$ cat src/rtl/baud_tick_gen.sv
// Fractional baud-rate tick generator: oversample strobe, baud strobe and
// a 50%-duty baud clock, with glitch-free divisor reload and RX resync.
module baud_tick_gen #(
  parameter int DIV_W    = 16,
  parameter int FRAC_W   = 4,
  parameter int OS       = 16,
  parameter int DEF_INT  = 6,
  parameter int DEF_FRAC = 8
) (
  input  logic              i_clk,
  input  logic              i_rst,
  input  logic              i_en,
  input  logic [DIV_W-1:0]  i_div_int,
  input  logic [FRAC_W-1:0] i_div_frac,
  input  logic              i_div_load,
  input  logic              i_resync,
  output logic              o_os_tick,
  output logic              o_baud_tick,
  output logic              o_clk,
  output logic              o_load_pend
);

  localparam int OW = $clog2(OS);

  localparam logic [DIV_W-1:0] DEF_I =
    (DEF_INT < 2) ? DIV_W'(2) : DIV_W'(DEF_INT);
  localparam logic [FRAC_W-1:0] DEF_F = FRAC_W'(DEF_FRAC);
  localparam logic [OW-1:0] LAST = OW'(OS - 1);
  localparam logic [OW-1:0] HALF_M1 = OW'(OS / 2 - 1);

  function automatic logic [DIV_W-1:0] clamp(
    input logic [DIV_W-1:0] v
  );
    return (v < DIV_W'(2)) ? DIV_W'(2) : v;
  endfunction

  logic [DIV_W-1:0]  act_int;
  logic [FRAC_W-1:0] act_frac;
  logic [DIV_W-1:0]  pend_int;
  logic [FRAC_W-1:0] pend_frac;
  logic              load_pend;
  logic [DIV_W-1:0]  cnt;
  logic [FRAC_W-1:0] acc;
  logic [OW-1:0]     os_idx;
  logic              clk_q;

  logic              tick;
  logic              take;
  logic [DIV_W-1:0]  in_int;
  logic [DIV_W-1:0]  nxt_int;
  logic [FRAC_W-1:0] nxt_frac;
  logic [FRAC_W:0]   sum;

  assign in_int = clamp(i_div_int);
  assign tick   = i_en & ~i_resync & (cnt == '0);

  // Pending divisor lands on a tick boundary or whenever the counter is idle.
  assign take = load_pend & (tick | ~i_en);

  always_comb begin
    nxt_int  = act_int;
    nxt_frac = act_frac;
    if (i_resync && i_div_load) begin
      nxt_int  = in_int;
      nxt_frac = i_div_frac;
    end else if (take) begin
      nxt_int  = pend_int;
      nxt_frac = pend_frac;
    end
  end

  assign sum = {1'b0, acc} + {1'b0, nxt_frac};

  assign o_os_tick   = tick & ~i_rst;
  assign o_baud_tick = o_os_tick & (os_idx == LAST);
  assign o_clk       = clk_q;
  assign o_load_pend = load_pend;

  always_ff @(posedge i_clk or posedge i_rst) begin
    if (i_rst) begin
      act_int   <= DEF_I;
      act_frac  <= DEF_F;
      pend_int  <= DEF_I;
      pend_frac <= DEF_F;
      load_pend <= 1'b0;
      cnt       <= DEF_I - DIV_W'(1);
      acc       <= '0;
      os_idx    <= '0;
      clk_q     <= 1'b0;
    end else begin
      act_int  <= nxt_int;
      act_frac <= nxt_frac;

      if (i_div_load) begin
        pend_int  <= in_int;
        pend_frac <= i_div_frac;
        load_pend <= ~i_resync;
      end else if (take) begin
        load_pend <= 1'b0;
      end

      if (i_resync) begin
        cnt    <= nxt_int - DIV_W'(1);
        acc    <= '0;
        os_idx <= '0;
        clk_q  <= 1'b1;
      end else if (tick) begin
        cnt    <= sum[FRAC_W] ? nxt_int : nxt_int - DIV_W'(1);
        acc    <= sum[FRAC_W-1:0];
        os_idx <= os_idx + OW'(1);
        if (os_idx == LAST)
          clk_q <= 1'b1;
        else if (os_idx == HALF_M1)
          clk_q <= 1'b0;
      end else if (i_en) begin
        cnt <= cnt - DIV_W'(1);
      end
    end
  end

endmodule
$ cat config.mk
export PLATFORM = sky130hd
export DESIGN_NAME = baud_tick_gen
export DESIGN_NICKNAME = d
export VERILOG_FILES = /design/src/rtl/baud_tick_gen.sv
export SDC_FILE = /design/constraint.sdc
export NUM_CORES = 1
export LEC_CHECK = 0
export BUFFER_PORTS_ARGS = -buffer_cell sky130_fd_sc_hd__buf_4
export CAP_MARGIN = 20
export CORE_MARGIN = 5
export CORE_UTILIZATION = 57
export CTS_BUF_LIST = sky130_fd_sc_hd__clkbuf_8
export DETAILED_ROUTE_END_ITERATION = 8
export GPL_ROUTABILITY_DRIVEN = 0
export GPL_TIMING_DRIVEN = 0
export PLACE_DENSITY = 0.79
export SLEW_MARGIN = 25
export SYNTH_ARGS = -nofsm -noshare
export SYNTH_HDL_FRONTEND = slang
export SYNTH_SLANG_ARGS = --single-unit
$ cat constraint.sdc
create_clock -name i_clk -period 4.2 [get_ports i_clk]
set_input_delay 0.42 -clock i_clk [delete_from_list [all_inputs] [get_ports i_clk]]
set_output_delay 0.42 -clock i_clk [all_outputs]
set_load 0.01 [all_outputs]
==> results of run 1 <==
-- how the worst max path moves through the flow --
stage | start | depth (start not counted) | slack, ps | end
6_report | cnt[10] | 13 | 50 | cnt[12]
5_1_grt | cnt[12] | 15 | -40 | cnt[9]
4_1_cts | cnt[13] | 15 | 40 | cnt[9]
3_5_place_dp | cnt[8] | 15 | -550 | cnt[2]
3_3_place_gp | cnt[8] | 15 | -420 | cnt[2]
2_1_floorplan | cnt[8] | 14 | 50 | cnt[11]
-- Yosys cell counts, types with 2 or more instances --
cell / instances / area, µm²
sky130_fd_sc_hd__dfrtp_1: 58 / 1450
sky130_fd_sc_hd__nand2_1: 43 / 161
sky130_fd_sc_hd__nor2_1: 41 / 154
sky130_fd_sc_hd__o21ai_0: 27 / 135
sky130_fd_sc_hd__a21oi_1: 24 / 120
sky130_fd_sc_hd__mux2_2: 20 / 225
sky130_fd_sc_hd__xnor2_1: 19 / 166
sky130_fd_sc_hd__clkbuf_1: 18 / 67.6
sky130_fd_sc_hd__nor3_1: 18 / 90.1
sky130_fd_sc_hd__inv_1: 17 / 63.8
sky130_fd_sc_hd__nand3_1: 12 / 60.1
sky130_fd_sc_hd__mux2i_1: 10 / 100
sky130_fd_sc_hd__dfstp_2: 8 / 210
sky130_fd_sc_hd__ha_1: 8 / 100
sky130_fd_sc_hd__a221o_1: 7 / 70.1
sky130_fd_sc_hd__a221oi_1: 6 / 52.6
sky130_fd_sc_hd__nand3b_1: 6 / 45.0
sky130_fd_sc_hd__nand4_1: 6 / 37.5
sky130_fd_sc_hd__xor2_1: 6 / 52.6
sky130_fd_sc_hd__a222oi_1: 5 / 50.1
sky130_fd_sc_hd__and3_1: 5 / 31.3
sky130_fd_sc_hd__nor4_1: 5 / 31.3
sky130_fd_sc_hd__a21o_1: 4 / 30.0
sky130_fd_sc_hd__o21ai_1: 4 / 20.0
sky130_fd_sc_hd__o221ai_1: 4 / 35.0
sky130_fd_sc_hd__buf_2: 3 / 15.0
sky130_fd_sc_hd__nand2b_1: 3 / 18.8
sky130_fd_sc_hd__or4_1: 3 / 22.5
sky130_fd_sc_hd__a211o_1: 2 / 17.5
sky130_fd_sc_hd__a211oi_1: 2 / 15.0
sky130_fd_sc_hd__a22oi_1: 2 / 15.0
sky130_fd_sc_hd__a311oi_1: 2 / 17.5
sky130_fd_sc_hd__a32oi_1: 2 / 17.5
sky130_fd_sc_hd__and3_2: 2 / 15.0
sky130_fd_sc_hd__buf_1: 2 / 7.51
sky130_fd_sc_hd__nor2_2: 2 / 12.5
sky130_fd_sc_hd__o211ai_1: 2 / 15.0
sky130_fd_sc_hd__o31ai_1: 2 / 15.0
sky130_fd_sc_hd__or3_1: 2 / 12.5
sky130_fd_sc_hd__or4_4: 2 / 22.5
-- cell families (layout without fill, tap and decap cells) --
logic type / count (synthesis) / in the layout / synth area share (%)
AND/OR/NAND/NOR: 163 / 163 / 20.9
AO/OA/AOI/OAI: 104 / 104 / 17.8
flip-flops: 66 / 66 / 40.8
buffers and inverters: 41 / 97 / 4.12
multiplexers: 30 / 30 / 7.99
XOR/XNOR: 25 / 25 / 5.38
adder cells (fa/ha/maj): 9 / 9 / 2.95
-- per-stage QoR --
step / power (mW) / worst slack, ps / setup TNS [ps] / hold slack [ps] / cell area [µm²]
2_1_floorplan: 1.12 / 51.5 / 0 / 464 / 4070
3_3_place_gp: 1.22 / -416 / -4590 / 476 / 4390
3_5_place_dp: 1.25 / -549 / -5390 / 451 / 4410
4_1_cts: 1.74 / 38.4 / 0 / 68.6 / 4660
5_1_grt: 1.87 / -37.4 / -177 / 88.5 / 4800
6_report: 1.79 / 52.3 / 0 / 75.6 / 4800
-- area by class of cell --
class	count	area (µm²)	share of cell area, %
multi-input cells	331	2340	48.6
flip-flops and latches	66	1660	34.6
repair buffers	40	317	6.59
clock buffers	9	124	2.58
plain buffers	24	123	2.55
well taps	96	120	2.50
inverters	17	66.3	1.38
clock inverters	7	53.8	1.12
-- state kept, by name (all words and copies together) (netlist names) --
register	count
acc	4
cnt	16
act_int	16
o_load_pend	1
os_idx	4
act_frac	4
pend_int	16
o_clk	1
pend_frac	4
-- power by group through the flow --
stage	clock (mW)	combinational (mW)	sequential, mW
6_report	0.495	0.500	0.795
2_1_floorplan	0	0.334	0.783
5_1_grt	0.527	0.544	0.804
4_1_cts	0.497	0.455	0.791
3_3_place_gp	0	0.426	0.796
3_5_place_dp	0	0.445	0.802
-- repair_timing --
item,CTS,global route
pin swaps,2,7
setup buffers,3,10
gates resized for setup,13,19
endpoints found under the setup margin,16,14
-- routing by layer --
metal  global-route usage (%)  up-vias
met1                     33.3     1826
met2                     44.3      171
met4                     12.5        0
met5                        0        -
met3                     4.22       35
li1                         -     1705
==> out/summary.md, run 1 <==
- run status: complete, no violations
- pwr/cell area: 373 nW/µm²
- commonest cells after routing, fill and taps aside: 57 x sky130_fd_sc_hd__dfrtp_1, 43 x sky130_fd_sc_hd__nand2_1, 39 x sky130_fd_sc_hd__nor2_1
- TritonCTS clock tree: done
- floorplan die area: 8930 µm²
- hold buffers post-CTS: 0
- Via Count: 3737
- Die Wd: 94.5 µm
- worst flop-to-flop path startpoint: cnt[10]
- CTS buffer count: 9
- Ys Warns: 0
- most frequent standard cell in the layout excluding fill and tap cells: sky130_fd_sc_hd__dfrtp_1
- worst reg2reg endpoint: cnt[12]
- critical path buffer and inverter count: 1
- clock insertion delay at the later pin of the skew report: 360 ps
- switching share of power: 35.0%
- kind of launch point of the worst setup path: register
- total count of max-transition violations in the final report: 0
- CP cell instances: or4_4, buf_6, or4_4, and3_1, a221oi_2, nor2_1, a21oi_2, ha_2, nand4_1, or2_4, nor3_1, mux2_2, o2bb2ai_1
- antenna cell count: 0
- sum of met3 wire segment lengths after detailed routing: 761 µm
- worst slew slack as a fraction of its limit: 40.6%
- drt via density: 6.33
- number of violations reported at the end of detailed-routing iteration 0: 307
- Post-DRT Antenna Nets: 0
- critical path type: register to register
- data arrival at the endpoint of the critical path: 4430 ps
- number of endpoints failing setup at the final stage: 0
- number of register bits inferred by synthesis: 66
- cell count after placement: 561
- number of antenna violations at the first check in global routing: 0
- Mapped Area: 4070 µm²
- Layout area overhead: 18.0%
- post-synthesis instance total: 438
- total of fill cells in the finished design: 568
- crit path capture type: register
- maximum single-stage delay on the critical path: 540 ps
- largest net degree at the start of global routing: 38
- Worst R2R Setup Slack: 50 ps
- Synth Area per Inst: 9.29 µm²
- number of placement rows: 30
- clock group share of total power: 27.6%
- required time at the endpoint of the critical path: 4480 ps
- Comb pwr share: 27.9%
- Min-Delay Path Class: primary input to async pin
- clock net sink count: 66
- slowest cell on the critical path: sky130_fd_sc_hd__or4_4
- count of flip-flops with a built-in enable after synthesis: 0
- cell repeated most along the worst path: sky130_fd_sc_hd__or4_4
- Core Box Area: 6870 µm²
- highest metal layer with signal wires: met4
- total half-perimeter wirelength after legalization and detailed placement: 8060 µm
- LEAKAGE: 2.01 nW
- non-filler instance count after layout: 590
- overall overflow remaining after global route: 0
- number of nets in the finished design: 523
- CTS clk-pin slew, worst paths: 80 ps
- routed length on met2: 5590 µm
- maximum capacitance violations: 0
- starting density of the core: 59.3%
- maximum fanout encountered on the critical timing path: 6
- share of post-route cells with drive strength above 1: 25.9%
- internal power contribution: 1.16 mW
- portion of the post-synthesis area used by sequential elements: 40.8%
- number of distinct library cells after synthesis: 64
- r2r worst-path depth: 13
- register share of total power: 44.4%
- Layout Skew: 11.3 ps
- Boundary Pins: 29
- sum of routed wire length over all layers: 11400 µm
- PortBufs: 26
- Post-Syn Nets: 472
- Longest Clk Path Bufs: 2
- minimum clock period after layout: 4150 ps
- Net Sw Power: 0.627 mW
- mean routed wirelength per cell: 19.3 µm
- maximum clock frequency: 241 MHz
- iteration count of the initial detailed-routing pass: 5
- Worst Max-Slew Pin Slew: 890 ps
- Crit path max-delay family: simple AND/OR/NAND/NOR gates
- DRC: 0
- Final Hold Viols: 0
- routed length on met1: 4660 µm
- number of global-route vias before repair: 3620
- setup repair after global routing missed its margin: true
- total global-route track usage: 26.4%
- final worst path period share: 98.8%
- maximum vdd ir drop: 0.278 mV
- wire length of the first global-routing pass: 18100 µm
- number of H-tree levels: 3
- predominant post-synthesis flop cell: sky130_fd_sc_hd__dfrtp_1
- Util after Layout: 69.9%
- Synth async-reset ratio: 100%
- library cell used as clock root buffer: sky130_fd_sc_hd__clkbuf_8
- Chip Height: 94.5 µm
No activity file was read; power rests on OpenSTA's default activity.
==> run 2, diff against run 1 <==
--- a/config.mk
+++ b/config.mk
@@ -8,7 +8,7 @@
 export BUFFER_PORTS_ARGS = -buffer_cell sky130_fd_sc_hd__buf_4
 export CAP_MARGIN = 20
 export CORE_MARGIN = 5
-export CORE_UTILIZATION = 57
+export CORE_UTILIZATION = 60
 export CTS_BUF_LIST = sky130_fd_sc_hd__clkbuf_8
 export DETAILED_ROUTE_END_ITERATION = 8
 export GPL_ROUTABILITY_DRIVEN = 0
==> constraint.sdc (replaced) <==
create_clock -name i_clk -period 4.1 [get_ports i_clk]
set_input_delay 0.41 -clock i_clk [delete_from_list [all_inputs] [get_ports i_clk]]
set_output_delay 0.41 -clock i_clk [all_outputs]
set_load 0.01 [all_outputs]
==> run 2 against run 1 <==
Net effect: sequential share of layout area decreased by 0.68 points; clock-buffer cell count increased by 2; via count is 1.6% higher; critical path depth is the same; die area decreased by 4.5%; hold slack got worse by 66 ps; total power grew 7.5%; setup slack lost 35 ps; clock power up 19%; routed wire length increased by 0.49%; maximum frequency up 1.6%; sequential power rose by 2%; highest routed layer unchanged.
==> out/summary.md, run 2 (synthesized netlist as in run 1, its figures left out) <==
- run status: complete, no violations
- highest metal layer with signal wires: met4
- total half-perimeter wirelength after legalization and detailed placement: 7920 µm, -1.8%
- number of endpoints failing setup at the final stage: 0, unchanged
- sum of routed wire length over all layers: 11400 µm, +0.49%
- Min-Delay Path Class: primary input to async pin
- largest net degree at the start of global routing: 50, +32%
- Worst Max-Slew Pin Slew: 882 ps, -8.35 ps
- kind of launch point of the worst setup path: register
- overall power consumption: 1.92 mW, +7.5%
- Longest Clk Path Bufs: 2, unchanged
- number of placement rows: 30, unchanged
- Via Count: 3795, +1.6%
- final worst slack: 17.6 ps, -34.8 ps
- sum of met3 wire segment lengths after detailed routing: 865 µm, +14%
- number of antenna violations at the first check in global routing: 0, unchanged
- CTS clk-pin slew, worst paths: 80 ps, about the same
- critical path type: register to register
- maximum vdd ir drop: 0.252 mV, -9.1%
- TritonCTS clock tree: done
- floorplan die area: 8530 µm², -4.5%
- iteration count of the initial detailed-routing pass: 5, unchanged
- maximum clock frequency: 245 MHz, +1.6%
- Util after Layout: 73.3%, +3.4 points
- Layout area overhead: 20.4%
- required time at the endpoint of the critical path: 4370 ps, -110 ps
- Boundary Pins: 29, unchanged
- routed length on met2: 5590 µm, about the same
- LEAKAGE: 2.08 nW, +3.2%
- wire length of the first global-routing pass: 18300 µm, +1.1%
- Chip Height: 92.4 µm, -2.3%
- number of nets in the finished design: 531, +1.5%
- mean routed wirelength per cell: 19.6 µm, +1.9%
- number of violations reported at the end of detailed-routing iteration 0: 548, +79%
- number of global-route vias before repair: 3728, +3.0%
- Layout Skew: 7.45 ps, -3.83 ps
- Post-DRT Antenna Nets: 0, unchanged
- most frequent standard cell in the layout excluding fill and tap cells: sky130_fd_sc_hd__dfrtp_1
- biggest registers after layout: act_int x16, cnt x16, pend_int x16
- hold buffers post-CTS: 0, unchanged
- setup repair after global routing missed its margin: true
- share of post-route cells with drive strength above 1: 26.9%, +0.98 points
- clock net sink count: 66, unchanged
- PortBufs: 26, unchanged
- final worst path period share: 99.6%, +0.82 points
- crit path capture type: register
- commonest cells after routing, fill and taps aside: 57 x sky130_fd_sc_hd__dfrtp_1, 47 x sky130_fd_sc_hd__buf_4, 43 x sky130_fd_sc_hd__nand2_1
- starting density of the core: 60.9%, +1.7 points
- drt via density: 6.52, +2.9%
- total global-route track usage: 27.2%, +0.77 points
- clock insertion delay at the later pin of the skew report: 350 ps, about the same
- pwr/cell area: 393 nW/µm², +5.4%
- overall overflow remaining after global route: 0, unchanged
- maximum fanout encountered on the critical timing path: 6, unchanged
- Core Box Area: 6680 µm², -2.7%
- library cell used as clock root buffer: sky130_fd_sc_hd__clkbuf_8
- total count of max-transition violations in the final report: 0, unchanged
- cell count after placement: 545, -2.9%
- Die Wd: 92.4 µm, -2.3%
- number of H-tree levels: 3, unchanged
- antenna cell count: 0, unchanged
- Final Hold Viols: 0, unchanged
- CTS buffer count: 9, unchanged
- minimum clock period after layout: 4080 ps, -65.2 ps
- worst slew slack as a fraction of its limit: 41.2%, +0.56 points
- routed length on met1: 4570 µm, -1.9%
- maximum capacitance violations: 0, unchanged
- total of fill cells in the finished design: 499, -12%
- data arrival at the endpoint of the critical path: 4360 ps, -70 ps
- Post-Place Setup Slack: -439 ps, +110 ps
- non-filler instance count after layout: 582, -1.4%
- DRC: 0, unchanged
==> run 2: cell count changes in the layout (fill, tap and decap cells not counted), sizes merged <==
cell,delta
clkinvlp,-2
bufinv,+1
clkbuf,+2
buf,+8
clkinv,-1
==> run 2: metal layers <==
layer / vias up / GRT usage, %
met5: - / 0
met4: 0 / 12.5
met3: 46 / 4.22
met2: 190 / 44.7
met1: 1838 / 35.3
li1: 1721 / -
==> run 2: stage by stage <==
stage / hold WS [ps] / cell area (µm²) / setup TNS [ps]
4_1_cts: 11.6 / 4730 / -1.83
2_1_floorplan: 464 / 4080 / 0
3_5_place_dp: 386 / 4400 / -4990
6_report: 9.32 / 4900 / 0
5_1_grt: 28.3 / 4900 / -322
3_3_place_gp: 475 / 4370 / -3390
==> run 2: repair_timing <==
action,in CTS,in global routing
resized for setup,15,15
pin swaps,4,6
endpoints found under the setup margin,16,15
buffers inserted,7,14
==> run 2: area by class of cell <==
class,instances,area [µm²],area share [%]
clock inverter,5,60.1,1.23
inverter,17,66.3,1.35
multi-input combinational,331,2350,48.1
tap,80,100,2.04
clock buffer,11,151,3.09
buffer,24,119,2.43
sequential,66,1660,33.9
timing repair buffer,48,384,7.84
==> run 2: power by group <==
part / switching [mW] / internal, mW / total (mW)
Clock: 0.270 / 0.317 / 0.587
Combinational: 0.299 / 0.228 / 0.527
Sequential: 0.0656 / 0.745 / 0.810
Total: 0.634 / 1.29 / 1.92
==> run 2: worst paths after layout <==
| path | startpoint | to | slack, ps | depth (start not counted) |
|---|---|---|---|---|
| worst min-delay path | i_rst | o_clk | 9 | 2 |
| min in group i_clk | i_div_frac[1] | pend_frac[1] | 300 | 2 |
| max in group asynchronous | i_rst | act_int[1] | 3510 | 3 |
| worst max register to register | cnt[10] | cnt[12] | 20 | 13 |
| worst max-delay path | cnt[10] | cnt[12] | 20 | 13 |
| worst min register to register | pend_int[1] | pend_int[1] | 490 | 2 |
==> run 2: worst max-delay path, stage by stage, from the launching register on <==
cell,delay (ps)
sky130_fd_sc_hd__dfrtp_2,430
sky130_fd_sc_hd__or4_1,500
sky130_fd_sc_hd__buf_4,180
sky130_fd_sc_hd__or4_4,470
sky130_fd_sc_hd__and3_1,220
sky130_fd_sc_hd__a221oi_2,220
sky130_fd_sc_hd__nor2_1,110
sky130_fd_sc_hd__a21oi_2,320
sky130_fd_sc_hd__ha_4,230
sky130_fd_sc_hd__nand4_1,210
sky130_fd_sc_hd__or2_4,370
sky130_fd_sc_hd__nor3_1,230
sky130_fd_sc_hd__mux2_2,380
sky130_fd_sc_hd__o2bb2ai_1,130
